===== src/rtl/a_arbiter_ctrl.sv =====
// Central serial-bus arbiter: fixed-priority / round-robin grant, cmd handshake, ACK watchdog.
// Define ARB_PREEMPT_EN to add one-level preemption with saved-context resume.
module a_arbiter_ctrl #(
  parameter int NO_MASTERS  = 4,
  parameter int NO_SLAVES   = 3,
  parameter int THRESH      = 1000,
  parameter int ACK_TIMEOUT = 64,
  parameter int S_ID_WIDTH  = $clog2(NO_SLAVES + 1),
  parameter int M_ID_WIDTH  = $clog2(NO_MASTERS)
) (
  input  logic                             clk,
  input  logic                             rst,
  input  logic [NO_MASTERS*S_ID_WIDTH-1:0] req_id,
  input  logic [NO_MASTERS*2-1:0]          com_state,
  input  logic [NO_MASTERS-1:0]            done,
  input  logic                             rr_mode,
  output logic [NO_MASTERS*2-1:0]          cmd,
  output logic [M_ID_WIDTH+S_ID_WIDTH-1:0] bus_state,
  output logic                             bus_valid,
  output logic                             timeout_err
);

  localparam int WD_W = $clog2(ACK_TIMEOUT + 1);

  localparam logic [1:0] CMD_WAIT  = 2'b00;
  localparam logic [1:0] CMD_CLEAR = 2'b11;
  localparam logic [1:0] COM_END   = 2'b00;
  localparam logic [1:0] COM_NAK   = 2'b01;
  localparam logic [1:0] COM_COM   = 2'b11;

  typedef enum logic [2:0] {
    S_IDLE, S_ALLOC, S_ACK, S_COM, S_PREEMPT, S_OVER
  } state_t;

  state_t                  state;
  logic [M_ID_WIDTH-1:0]   cur_master;
  logic [S_ID_WIDTH-1:0]   cur_slave;
  logic [M_ID_WIDTH-1:0]   last_grant;
  logic [WD_W-1:0]         wd_cnt;

  logic [S_ID_WIDTH-1:0]   req_arr [NO_MASTERS];
  logic [1:0]              com_arr [NO_MASTERS];
  logic                    req_any;
  logic [M_ID_WIDTH-1:0]   fix_win;
  logic [M_ID_WIDTH-1:0]   rr_win;
  logic [M_ID_WIDTH-1:0]   rr_idx;
  logic [M_ID_WIDTH-1:0]   win;

`ifdef ARB_PREEMPT_EN
  localparam int HOLD_W = $clog2(THRESH + 1);
  localparam logic [1:0] CMD_STOP_S = 2'b01;
  localparam logic [1:0] CMD_STOP_P = 2'b10;

  logic [HOLD_W-1:0]       hold_cnt;
  logic [M_ID_WIDTH-1:0]   old_master;
  logic [S_ID_WIDTH-1:0]   old_slave;
  logic [M_ID_WIDTH-1:0]   next_master;
  logic [S_ID_WIDTH-1:0]   next_slave;
  logic                    ctx_valid;
  logic                    intr_route;
  logic                    mode_rr;
`else
  wire unused_nopreempt = (^done) ^ (THRESH > 0);
`endif

  // Command word with a single master addressed; every other master sees WAIT.
  function automatic logic [NO_MASTERS*2-1:0] cmd_for(input logic [M_ID_WIDTH-1:0] idx,
                                                      input logic [1:0] code);
    logic [NO_MASTERS*2-1:0] v;
    v = {NO_MASTERS{CMD_WAIT}};
    v[int'(idx)*2 +: 2] = code;
    return v;
  endfunction

  // NOTE: every variable gets a default at the top of always_comb so no latch is inferred.
  always_comb begin
    req_any = 1'b0;
    fix_win = '0;
    rr_win  = '0;
    rr_idx  = '0;
    for (int i = NO_MASTERS - 1; i >= 0; i--) begin
      req_arr[i] = req_id[i*S_ID_WIDTH +: S_ID_WIDTH];
      com_arr[i] = com_state[i*2 +: 2];
      if (req_arr[i] != '0) begin
        req_any = 1'b1;
        fix_win = M_ID_WIDTH'(i);
      end
    end
    // Walk backwards so the candidate closest after last_grant is written last.
    for (int k = NO_MASTERS; k >= 1; k--) begin
      rr_idx = M_ID_WIDTH'((int'(last_grant) + k) % NO_MASTERS);
      if (req_arr[rr_idx] != '0) rr_win = rr_idx;
    end
    win = rr_mode ? rr_win : fix_win;
  end

  // NOTE: sequential state uses non-blocking assignments only, so every read sees the pre-edge value.
  always_ff @(posedge clk) begin
    if (rst) begin
      state       <= S_IDLE;
      cmd         <= {NO_MASTERS{CMD_WAIT}};
      bus_state   <= '0;
      bus_valid   <= 1'b0;
      timeout_err <= 1'b0;
      last_grant  <= M_ID_WIDTH'(NO_MASTERS - 1);
      cur_master  <= '0;
      cur_slave   <= '0;
      wd_cnt      <= '0;
`ifdef ARB_PREEMPT_EN
      hold_cnt    <= '0;
      old_master  <= '0;
      old_slave   <= '0;
      next_master <= '0;
      next_slave  <= '0;
      ctx_valid   <= 1'b0;
      intr_route  <= 1'b0;
      mode_rr     <= 1'b0;
`endif
    end else begin
      timeout_err <= 1'b0;
      case (state)
        S_IDLE: begin
          if (req_any) begin
            cur_master <= win;
            cur_slave  <= req_arr[win];
            last_grant <= win;
`ifdef ARB_PREEMPT_EN
            mode_rr    <= rr_mode;
`endif
            state      <= S_ALLOC;
          end
        end

        S_ALLOC: begin
          cmd    <= cmd_for(cur_master, CMD_CLEAR);
          wd_cnt <= '0;
`ifdef ARB_PREEMPT_EN
          hold_cnt <= '0;
`endif
          state  <= S_ACK;
        end

        S_ACK: begin
          if (com_arr[cur_master] == COM_COM) begin
            bus_state <= {cur_master, cur_slave};
            bus_valid <= 1'b1;
            state     <= S_COM;
          end else if (com_arr[cur_master] == COM_NAK) begin
            state <= S_OVER;
          end else if (wd_cnt == WD_W'(ACK_TIMEOUT - 1)) begin
            timeout_err <= 1'b1;
            state       <= S_OVER;
          end else begin
            wd_cnt <= wd_cnt + WD_W'(1);
          end
        end

        S_COM: begin
          if (com_arr[cur_master] == COM_END) begin
            bus_state <= '0;
            bus_valid <= 1'b0;
            state     <= S_OVER;
          end
`ifdef ARB_PREEMPT_EN
          else if (!mode_rr && !ctx_valid && !intr_route && req_any && (fix_win < cur_master)) begin
            old_master  <= cur_master;
            old_slave   <= cur_slave;
            next_master <= fix_win;
            next_slave  <= req_arr[fix_win];
            ctx_valid   <= 1'b1;
            bus_state   <= '0;
            bus_valid   <= 1'b0;
            cmd         <= cmd_for(cur_master,
                                   (hold_cnt >= HOLD_W'(THRESH)) ? CMD_STOP_S : CMD_STOP_P);
            state       <= S_PREEMPT;
          end
          if (hold_cnt != HOLD_W'(THRESH)) hold_cnt <= hold_cnt + HOLD_W'(1);
`endif
        end

`ifdef ARB_PREEMPT_EN
        S_PREEMPT: begin
          if (done[cur_master]) begin
            cur_master <= next_master;
            cur_slave  <= next_slave;
            intr_route <= 1'b1;
            state      <= S_ALLOC;
          end
        end
`endif

        S_OVER: begin
          cmd <= {NO_MASTERS{CMD_WAIT}};
`ifdef ARB_PREEMPT_EN
          if (ctx_valid) begin
            cur_master <= old_master;
            cur_slave  <= old_slave;
            ctx_valid  <= 1'b0;
            intr_route <= 1'b0;
            state      <= S_ALLOC;
          end else begin
            state <= S_IDLE;
          end
`else
          state <= S_IDLE;
`endif
        end

        default: state <= S_IDLE;
      endcase
    end
  end

endmodule


===== config.mk =====
export PLATFORM = sky130hd
export DESIGN_NAME = a_arbiter_ctrl
export DESIGN_NICKNAME = d
export VERILOG_FILES = /design/src/rtl/a_arbiter_ctrl.sv
export SDC_FILE = /design/constraint.sdc
export NUM_CORES = 1
export LEC_CHECK = 0
export CAP_MARGIN = 10
export CORE_ASPECT_RATIO = 2
export CORE_UTILIZATION = 35
export CTS_CLUSTER_DIAMETER = 100
export DETAILED_ROUTE_END_ITERATION = 6
export PLACE_DENSITY_LB_ADDON = 0.25
export SETUP_SLACK_MARGIN = 0.5
export SYNTH_ARGS = -nofsm -noshare
export SYNTH_HDL_FRONTEND = slang
export SYNTH_SLANG_ARGS = --single-unit

===== constraint.sdc =====
create_clock -name clk -period 3.28 [get_ports clk]
set_input_delay 0.82 -clock clk [delete_from_list [all_inputs] [get_ports clk]]
set_output_delay 0.82 -clock clk [all_outputs]
set_load 0.01 [all_outputs]

# After elaboration in Yosys (flattened, before gate mapping)
# Cells that the tools add are included.
[totals] regBits=30 input_bits=23 output_inout_bits=14
[op_classes] n_addsub=6 magnitude_cmp=6 eq_ne=14 n_shift=2 n_mux=49 bitwise_logic=8 n_reduce_logical=18
[ops] operator="$mux 2" count=21
[ops] operator="$neg 3->33" count=1
[ops] operator="$shift 2x33->8 const A" count=1
[ops] operator="$shiftx 2x33->8 const A" count=1
[ops] operator="$bmux 2 s2" count=6
[ops] operator="$reduce_bool 2->1" count=11
[ops] operator="$mux 7" count=3
[ops] operator="$ge 3x3->1 const B" count=6
[ops] operator="$not 2->3" count=6
[ops] operator="$pmux 8 s2" count=1
[ops] operator="$mux 3" count=5
[ops] operator="$pmux 7 s2" count=1
[ops] operator="$ne 2x2->1 const B" count=6
[ops] operator="$pmux 3 s4" count=1
[ops] operator="$and 8x8->8" count=1
[ops] operator="$mux 4" count=2
[ops] operator="$pmux 4 s2" count=1
[ops] operator="$add 7x1->7 const B" count=1
[ops] operator="$eq 7x6->1 const B" count=1
[ops] operator="$mux 1" count=7
[ops] operator="$eq 3x2->1 const B" count=2
[ops] operator="$reduce_and 3->1" count=2
[ops] operator="$add 2x1->2 const B" count=2
[ops] operator="$add 2x2->2 const B" count=2
[ops] operator="other kinds (12)" count=12

# Depth between registers and ports, before layout
# Gate-level depths: netlist (run 1).
[logic_depth] depth_word=15 mapped_depth=7 ltp_nobuf=7

# Least setup slack after synthesis (run 1)
# OpenSTA, ideal clock, no wires.
[synth_timing] kind="input port to flip-flop" start="in req_id[2]" end="reg cur_slave[0]" setup_time_ps=139 arrival_ps=2401 t_required_ps=3141 slack_ps=740 path_stages=7 n_path_buf=1 cell_sequence="or4_1 -> buf_2 -> or3_4 -> o311ai_4 -> a211oi_4 -> a2111oi_2 -> a2111oi_2"
[synth_between] elab_chain_cells=13 word_cells_on_any_way=31 classes_between="24 x mux; 1 x bitwise; 6 x reduce/logical"
[synth_lines] element="start: declaration" line_no="13" source="input logic [NO_MASTERS*S_ID_WIDTH-1:0] req_id,"
[synth_lines] element="$bmux 2 s2" line_no="92" source="if (req_arr[rr_idx] != '0) rr_win = rr_idx;"
[synth_lines] element="$mux 2 (implied by the code) (2 in a row)" line_no="92"
[synth_lines] element="$reduce_bool 2->1" line_no="92"
[synth_lines] element="$mux 2 (4 in a row)" line_no="92"
[synth_lines] element="$mux 2" line_no="94" source="win = rr_mode ? rr_win : fix_win;"
[synth_lines] element="$not 2->3 (implied by the code)" line_no="125" source="cur_slave <= req_arr[win];"
[synth_lines] element="$bmux 2 s2" line_no="125"
[synth_lines] element="$mux 2 (implied by the code) (2 in a row)" line_no="125"
[synth_lines] element="end signal: assignment" line_no="125"
[synth_lines] element="end: declaration" line_no="37" source="logic [S_ID_WIDTH-1:0] cur_slave;"
# Parallel ways exist; a longest one is shown, timed or not. The select of a mux whose other input is x is not followed.
# A chain may end at the register's enable or synchronous reset.

# Worst setup path in the final report (run 1)
[layout_timing] start="in req_id[1]" end="reg cur_slave[0]"
# The elaborated chain is that of the path after synthesis.

==> results by group, run 1 <==
Setup path
  • Required @ worst endpoint: 3450 ps
  • Critical Path Fanout Max: 4
  • WS Path Type: in2reg
  • Critical Path Start Type: primary input
  • Setup crit end kind: flip-flop
  • Crit path arrival time: 2870 ps

GRT
  • Vias in the first global route: 1603
  • Total Routing Usage GR: 0.1775
  • GRT Residual Overflow: 0
  • First-pass GRT wire length: 7038 µm
  • Antenna violations before repair: 0
  • Largest net degree at the start of global routing: 20

Final layout
  • Register Area: 520.5 µm²
  • Area of the multi-input gates: 1110 µm²
  • Nets: 264
  • Ratio of cells with drive above 1 in the final layout: 0.1807
  • Post-Route Utilization: 0.4792
  • Fill cells: 467
  • Syn-to-layout area delta: 30.64%
  • Diode count: 0

Power
  • Power Density: 663.7 nW/µm²
  • Pleak: 0.8326 nW
  • VDD IR max: 0.0002829 V

Timing
  • RSZ-0062 raised after global routing: false
  • Max Clk Rate: 0.3700 GHz
  • Relative slew slack: 0.4947
  • Final setup violation count: 0
  • Fin crit period: 2703 ps
  • Sum Neg Setup Slack: 0 ps
  • Slew Viols, Final: 0
  • Final Hold Fails: 0
  • Worst-margin pin slew: 756.9 ps
  • Fin crit share: 0.8241
  • Clk_skew: 1.926 ps

Drt
  • Vias: 1678
  • Met2 WL: 2503 µm
  • DR top layer: met4
  • Final WL: 4494 µm
  • DRC violations left: 0
  • Vias per cell: 5.727
  • Routed WL per cell: 15.34 µm
  • Antenna-violating nets left: 0
  • 1st-iter DRT viols: 42
  • Iteration count of the initial detailed-routing pass: 4
  • Met3 Wirelength: 102 µm
  • M1 wire length: 1687 µm

Floorplan
  • Cell Rows: 35
  • Die Wd: 51.09 µm
  • Die Y: 100.2 µm
  • Starting Density: 0.3668
  • Die ar.: 5117 µm²
  • Core ar.: 4598 µm²
  • Top-Level Pins: 37

Clock network
  • CTS tree: done
  • Clock Tree Root: clkbuf_8
  • CTS Buf Count: 3
  • Clk_lat worst skew: 260 ps
  • Hold_buf cts: 0
  • H-tree Lvls: 1
  • Clock sink count: 26
  • Max Buffers Root-to-Sink: 2
  • Clock transition at path regs: 80 ps

Yosys
  • Syn Nets: 228
  • EDFF count, synth: 0
  • Synth top cells by count: 32 x nor2_1, 26 x dfxtp_1, 10 x nor3_1, 9 x clkbuf_1
  • Ranking of synthesized cells by area: dfxtp_1 31%, nor2_1 7.1%, a2111oi_2 3.6%
  • Count of cell types in the netlist: 54
  • Share of the synthesized area in the top cell type: 0.3086
  • Asr flop ratio synth: 0
  • Most common cell in the netlist: nor2_1
  • FF+latch count, synth: 26
  • Post-Syn Instances: 204
  • Ys Warns: 0
  • Synthesized area: 1687 µm²
  • Syn_area_per_cell: 8.268 µm²
  • Sequential share of the synthesized area: 0.3086
  • Predominant post-synthesis flop cell: dfxtp_1
  • Leading area contributor after synthesis: dfxtp_1

Place
  • I/O Buffers: 32
  • GP Congestion: 0.8698
  • DP HPWL: 3447 µm

Outcome
  • Status: complete, no violations

Flow run
  • Maxcap violations: 0

Hold path
  • Class of the worst hold path: reg2reg
[cells in the final DEF, fill, tap and decap left out, types with 4 or more instances in the layout]
master	Yosys	routed
nand4_1	4	4
nor3_1	10	10
nand2b_1	5	5
nor2_1	32	30
dfxtp_1	26	26
buf_4	4	15
xor2_1	4	4
a21oi_1	8	8
a22oi_1	6	6
clkdlybuf4s50_1	0	29
nand3_1	6	6
inv_1	7	7
o21ai_0	8	8
nand2_1	8	8
o21bai_1	5	5
[report_power, final]
group | switching (mW) | internal, mW
clock | 0.0916 | 0.0822
sequential | 0.145 | 0.385
combinational | 0.390 | 0.368
[final timing paths]
path,start,endpoint,slack [ps],cells after the start
setup / recovery,req_id[1],cur_slave[0],580,7
hold / removal,wd_cnt[6],timeout_err,450,1
setup reg to reg,last_grant[0],cur_slave[0],930,6
hold reg to reg,wd_cnt[6],timeout_err,450,1
[area by class of cell]
cell class | instances | share of cell area
Clock buffer | 3 | 0.01874
Inverter | 7 | 0.01193
Multi-Input combinational cell | 155 | 0.5037
Sequential cell | 26 | 0.2362
Tap cell | 55 | 0.03123
Timing Repair Buffer | 47 | 0.1982
[logic make-up (layout without fill, tap and decap cells)]
family / Yosys count / after routing / synth area share
buffers and inverters: 23 / 57 / 0.06231
XOR/XNOR: 4 / 4 / 0.02077
adder cells (fa/ha/maj): 1 / 1 / 0.007417
multiplexers: 7 / 7 / 0.05786
AND/OR/NAND/NOR: 88 / 88 / 0.2671
AO/OA/AOI/OAI: 55 / 55 / 0.2760
flip-flops: 26 / 26 / 0.3086
[registers in the layout, indices dropped and copies added, names as in the netlist]
signal       cells
wd_cnt           7
cur_master       2
bus_state        4
timeout_err      1
last_grant       2
state            3
cmd              4
bus_valid        1
cur_slave        2
[stage by stage]
stage / power, mW / hold WS [ps] / worst slack, ps / area, µm² / instances
4_1_cts: 1.438 / 452.6 / 505.6 / 2153 / 293
3_5_place_dp: 1.256 / 441.0 / 66.56 / 2095 / 288
3_3_place_gp: 1.246 / 441.7 / 83.37 / 2095 / 288
2_1_floorplan: 1.036 / 396.1 / 739.7 / 1687 / 204
6_report: 1.462 / 445.3 / 576.9 / 2203 / 293
5_1_grt: 1.563 / 462.7 / 503.9 / 2203 / 293
[critical path: stages]
cell and delay, ps:
clkdlybuf4s50_1 420, or4_4 530, or3_4 400, o311ai_4 100
a211oi_4 150, buf_4 190, a2111oi_2 270
[per-layer routing]
metal / vias up / track usage
li1: 818 / -
met1: 801 / 0.1715
met2: 43 / 0.3522
met3: 16 / 0.01212
met4: 0 / 0.08974
met5: - / 0
[what timing repair did]
| action | in CTS | in global routing |
|---|---|---|
| hold endpoints to repair | 0 | 0 |
| resized for setup | 3 | 10 |
| setup buffers | 2 | 0 |
| setup endpoints to repair | 5 | 3 |
| pin swaps | 3 | 3 |
Note: power is estimated with default switching activity, not from simulation.
==> run 2: changes to the inputs <==
==> constraint.sdc (replaced) <==
create_clock -name clk -period 2.75 [get_ports clk]
set_input_delay 0.6875 -clock clk [delete_from_list [all_inputs] [get_ports clk]]
set_output_delay 0.6875 -clock clk [all_outputs]
set_load 0.01 [all_outputs]
==> run 2 against run 1 <==
Routed wire length increased by 4.4%. Register-to-register slack got worse by 270 ps. Sequential share of layout area decreased by 2.5 points. Global-route usage increased by 1.3 points. Via count increased by 5.6%. Total power increased by 37%. Largest cell class unchanged. Flip-flop and latch count unchanged.
==> results by group, run 2 (synthesized netlist as in run 1, its figures left out) <==
Power
  • Power Density: 809.3 nW/µm²
  • Pleak: 0.9993 nW
  • VDD IR max: 0.0005642 V
  • Pwr Total: 2.010 mW

Floorplan
  • Starting Density: 0.3668
  • Die Y: 100.2 µm
  • Top-Level Pins: 37
  • Cell Rows: 35
  • Die Wd: 51.09 µm
  • Core ar.: 4598 µm²
  • Die ar.: 5117 µm²

Clock network
  • Clk_lat worst skew: 270 ps
  • Hold_buf cts: 0
  • Clock transition at path regs: 90 ps
  • H-tree Lvls: 1
  • Max Buffers Root-to-Sink: 2
  • CTS tree: done
  • Clock Tree Root: clkbuf_8
  • CTS Buf Count: 3
  • Clock sink count: 26

Final layout
  • Diode count: 0
  • Top Registers: wd_cnt: 7 flops, bus_state: 4 flops, cmd: 4 flops
  • Most frequent cells in the layout: 31 x buf_4, 29 x nor2_1, 24 x dfxtp_1, 15 x clkdlybuf4s50_1
  • Nets: 286
  • Largest register FFs: 7
  • Fill cells: 442
  • Register Area: 525.5 µm²
  • Area of the multi-input gates: 1204 µm²
  • Most flops, register: wd_cnt
  • Most common cell after layout, fill and taps aside: buf_4
  • Syn-to-layout area delta: 47.26%
  • Post-Route Utilization: 0.5401
  • Fin cells: 316
  • Ratio of cells with drive above 1 in the final layout: 0.3333

Flow run
  • Maxcap violations: 0

GRT
  • GRT Residual Overflow: 0
  • Vias in the first global route: 1745
  • Total Routing Usage GR: 0.1909
  • First-pass GRT wire length: 7479 µm
  • Antenna violations before repair: 0
  • Largest net degree at the start of global routing: 20

Setup path
  • Max stage delay on crit path: 550 ps
  • Crit path arrival time: 2380 ps
  • Cell chain of the critical path: buf_6 -> or4_4 -> or3_4 -> o311ai_4 -> a211oi_4 -> buf_4 -> a2111oi_4
  • Crit-path slowest cell: or4_4
  • Crit path max-delay family: simple AND/OR/NAND/NOR gates
  • Setup crit end kind: flip-flop
  • Critical Path Start Type: primary input
  • WS Path Type: in2reg
  • Worst path bufs/invs: 2
  • Required @ worst endpoint: 2930 ps
  • Critical Path Fanout Max: 4

Timing
  • Fin crit share: 0.8010
  • Final setup violation count: 0
  • Fin crit period: 2203 ps
  • Setup ws final: 547.3 ps
  • Clk_skew: 1.690 ps
  • Max Clk Rate: 0.4540 GHz
  • Final Hold Fails: 0
  • Relative slew slack: 0.6562
  • Worst-margin pin slew: 514.9 ps
  • WHS: 430.3 ps
  • Slew Viols, Final: 0
  • RSZ-0062 raised after global routing: false

Drt
  • Iteration count of the initial detailed-routing pass: 4
  • DR top layer: met4
  • Final WL: 4693 µm
  • Vias per cell: 5.608
  • Antenna-violating nets left: 0
  • M1 wire length: 1686 µm
  • Met2 WL: 2721 µm
  • Routed WL per cell: 14.85 µm
  • Vias: 1772
  • Met3 Wirelength: 98 µm
  • DRC violations left: 0
  • 1st-iter DRT viols: 19

Place
  • Total placed cells including tap cells: 305
  • DP HPWL: 3575 µm
  • GP Congestion: 0.8024
  • Pre-CTS setup slack: -237.4 ps
  • I/O Buffers: 32

Outcome
  • Status: complete, no violations

Hold path
  • Class of the worst hold path: reg2reg
run 2: cell count changes in the layout (fill, tap and decap cells not counted), moves of 3 or more:
cell             before  now
clkdlybuf4s50_1      29   15
clkbuf_2              0    4
buf_6                 0    8
buf_4                15   31
dlymetal6s2s_1        2    5
clkdlybuf4s15_1       0    3
run 2: worst register-to-register path: cells and delay by family, from the launching register on:
family / cells / cell delay, ps
AO/OA/AOI/OAI: 3 / 760
buffers and inverters: 1 / 160
flip-flops: 1 / 600
multiplexers: 1 / 110
AND/OR/NAND/NOR: 2 / 370
run 2: worst paths after layout:
check,endpoint,cells after the start,slack [ps],startpoint
setup / recovery,cur_slave[0],7,550,req_id[0]
hold / removal,timeout_err,1,430,wd_cnt[6]
setup reg to reg,cur_slave[0],7,660,last_grant[0]
hold reg to reg,timeout_err,1,430,wd_cnt[6]
run 2: metal layers:
layer  up-vias  GRT usage
li1        868          -
met2        40     0.3836
met3        15    0.01667
met1       849     0.1698
met4         0     0.1154
met5         -          0
run 2: report_power, final:
part	switching [mW]	internal [mW]	total, mW
Clock	0.120	0.128	0.248
Sequential	0.175	0.467	0.641
Combinational	0.539	0.582	1.12
run 2: area by class of cell:
class / count / share of cell area
Timing Repair Buffer: 69 / 0.2433
Sequential cell: 26 / 0.2116
Clock buffer: 4 / 0.02217
Multi-Input combinational cell: 155 / 0.4846
Inverter: 7 / 0.01058
Tap cell: 55 / 0.02771
run 2: metrics by stage:
step	setup TNS [ps]	instance area (µm²)
global route	0	2484
finish	0	2484
global placement	-395.1	2222
CTS	0	2417
detailed placement	-479.4	2222
floorplan	0	1687
run 2: what timing repair did:
| item | CTS | global route |
|---|---|---|
| hold endpoints to repair | 0 | 0 |
| resized for setup | 51 | 29 |
| buffers inserted | 5 | 2 |
| pin swaps | 17 | 13 |
| gates cloned | 0 | 0 |
| endpoints found under the setup margin | 19 | 16 |
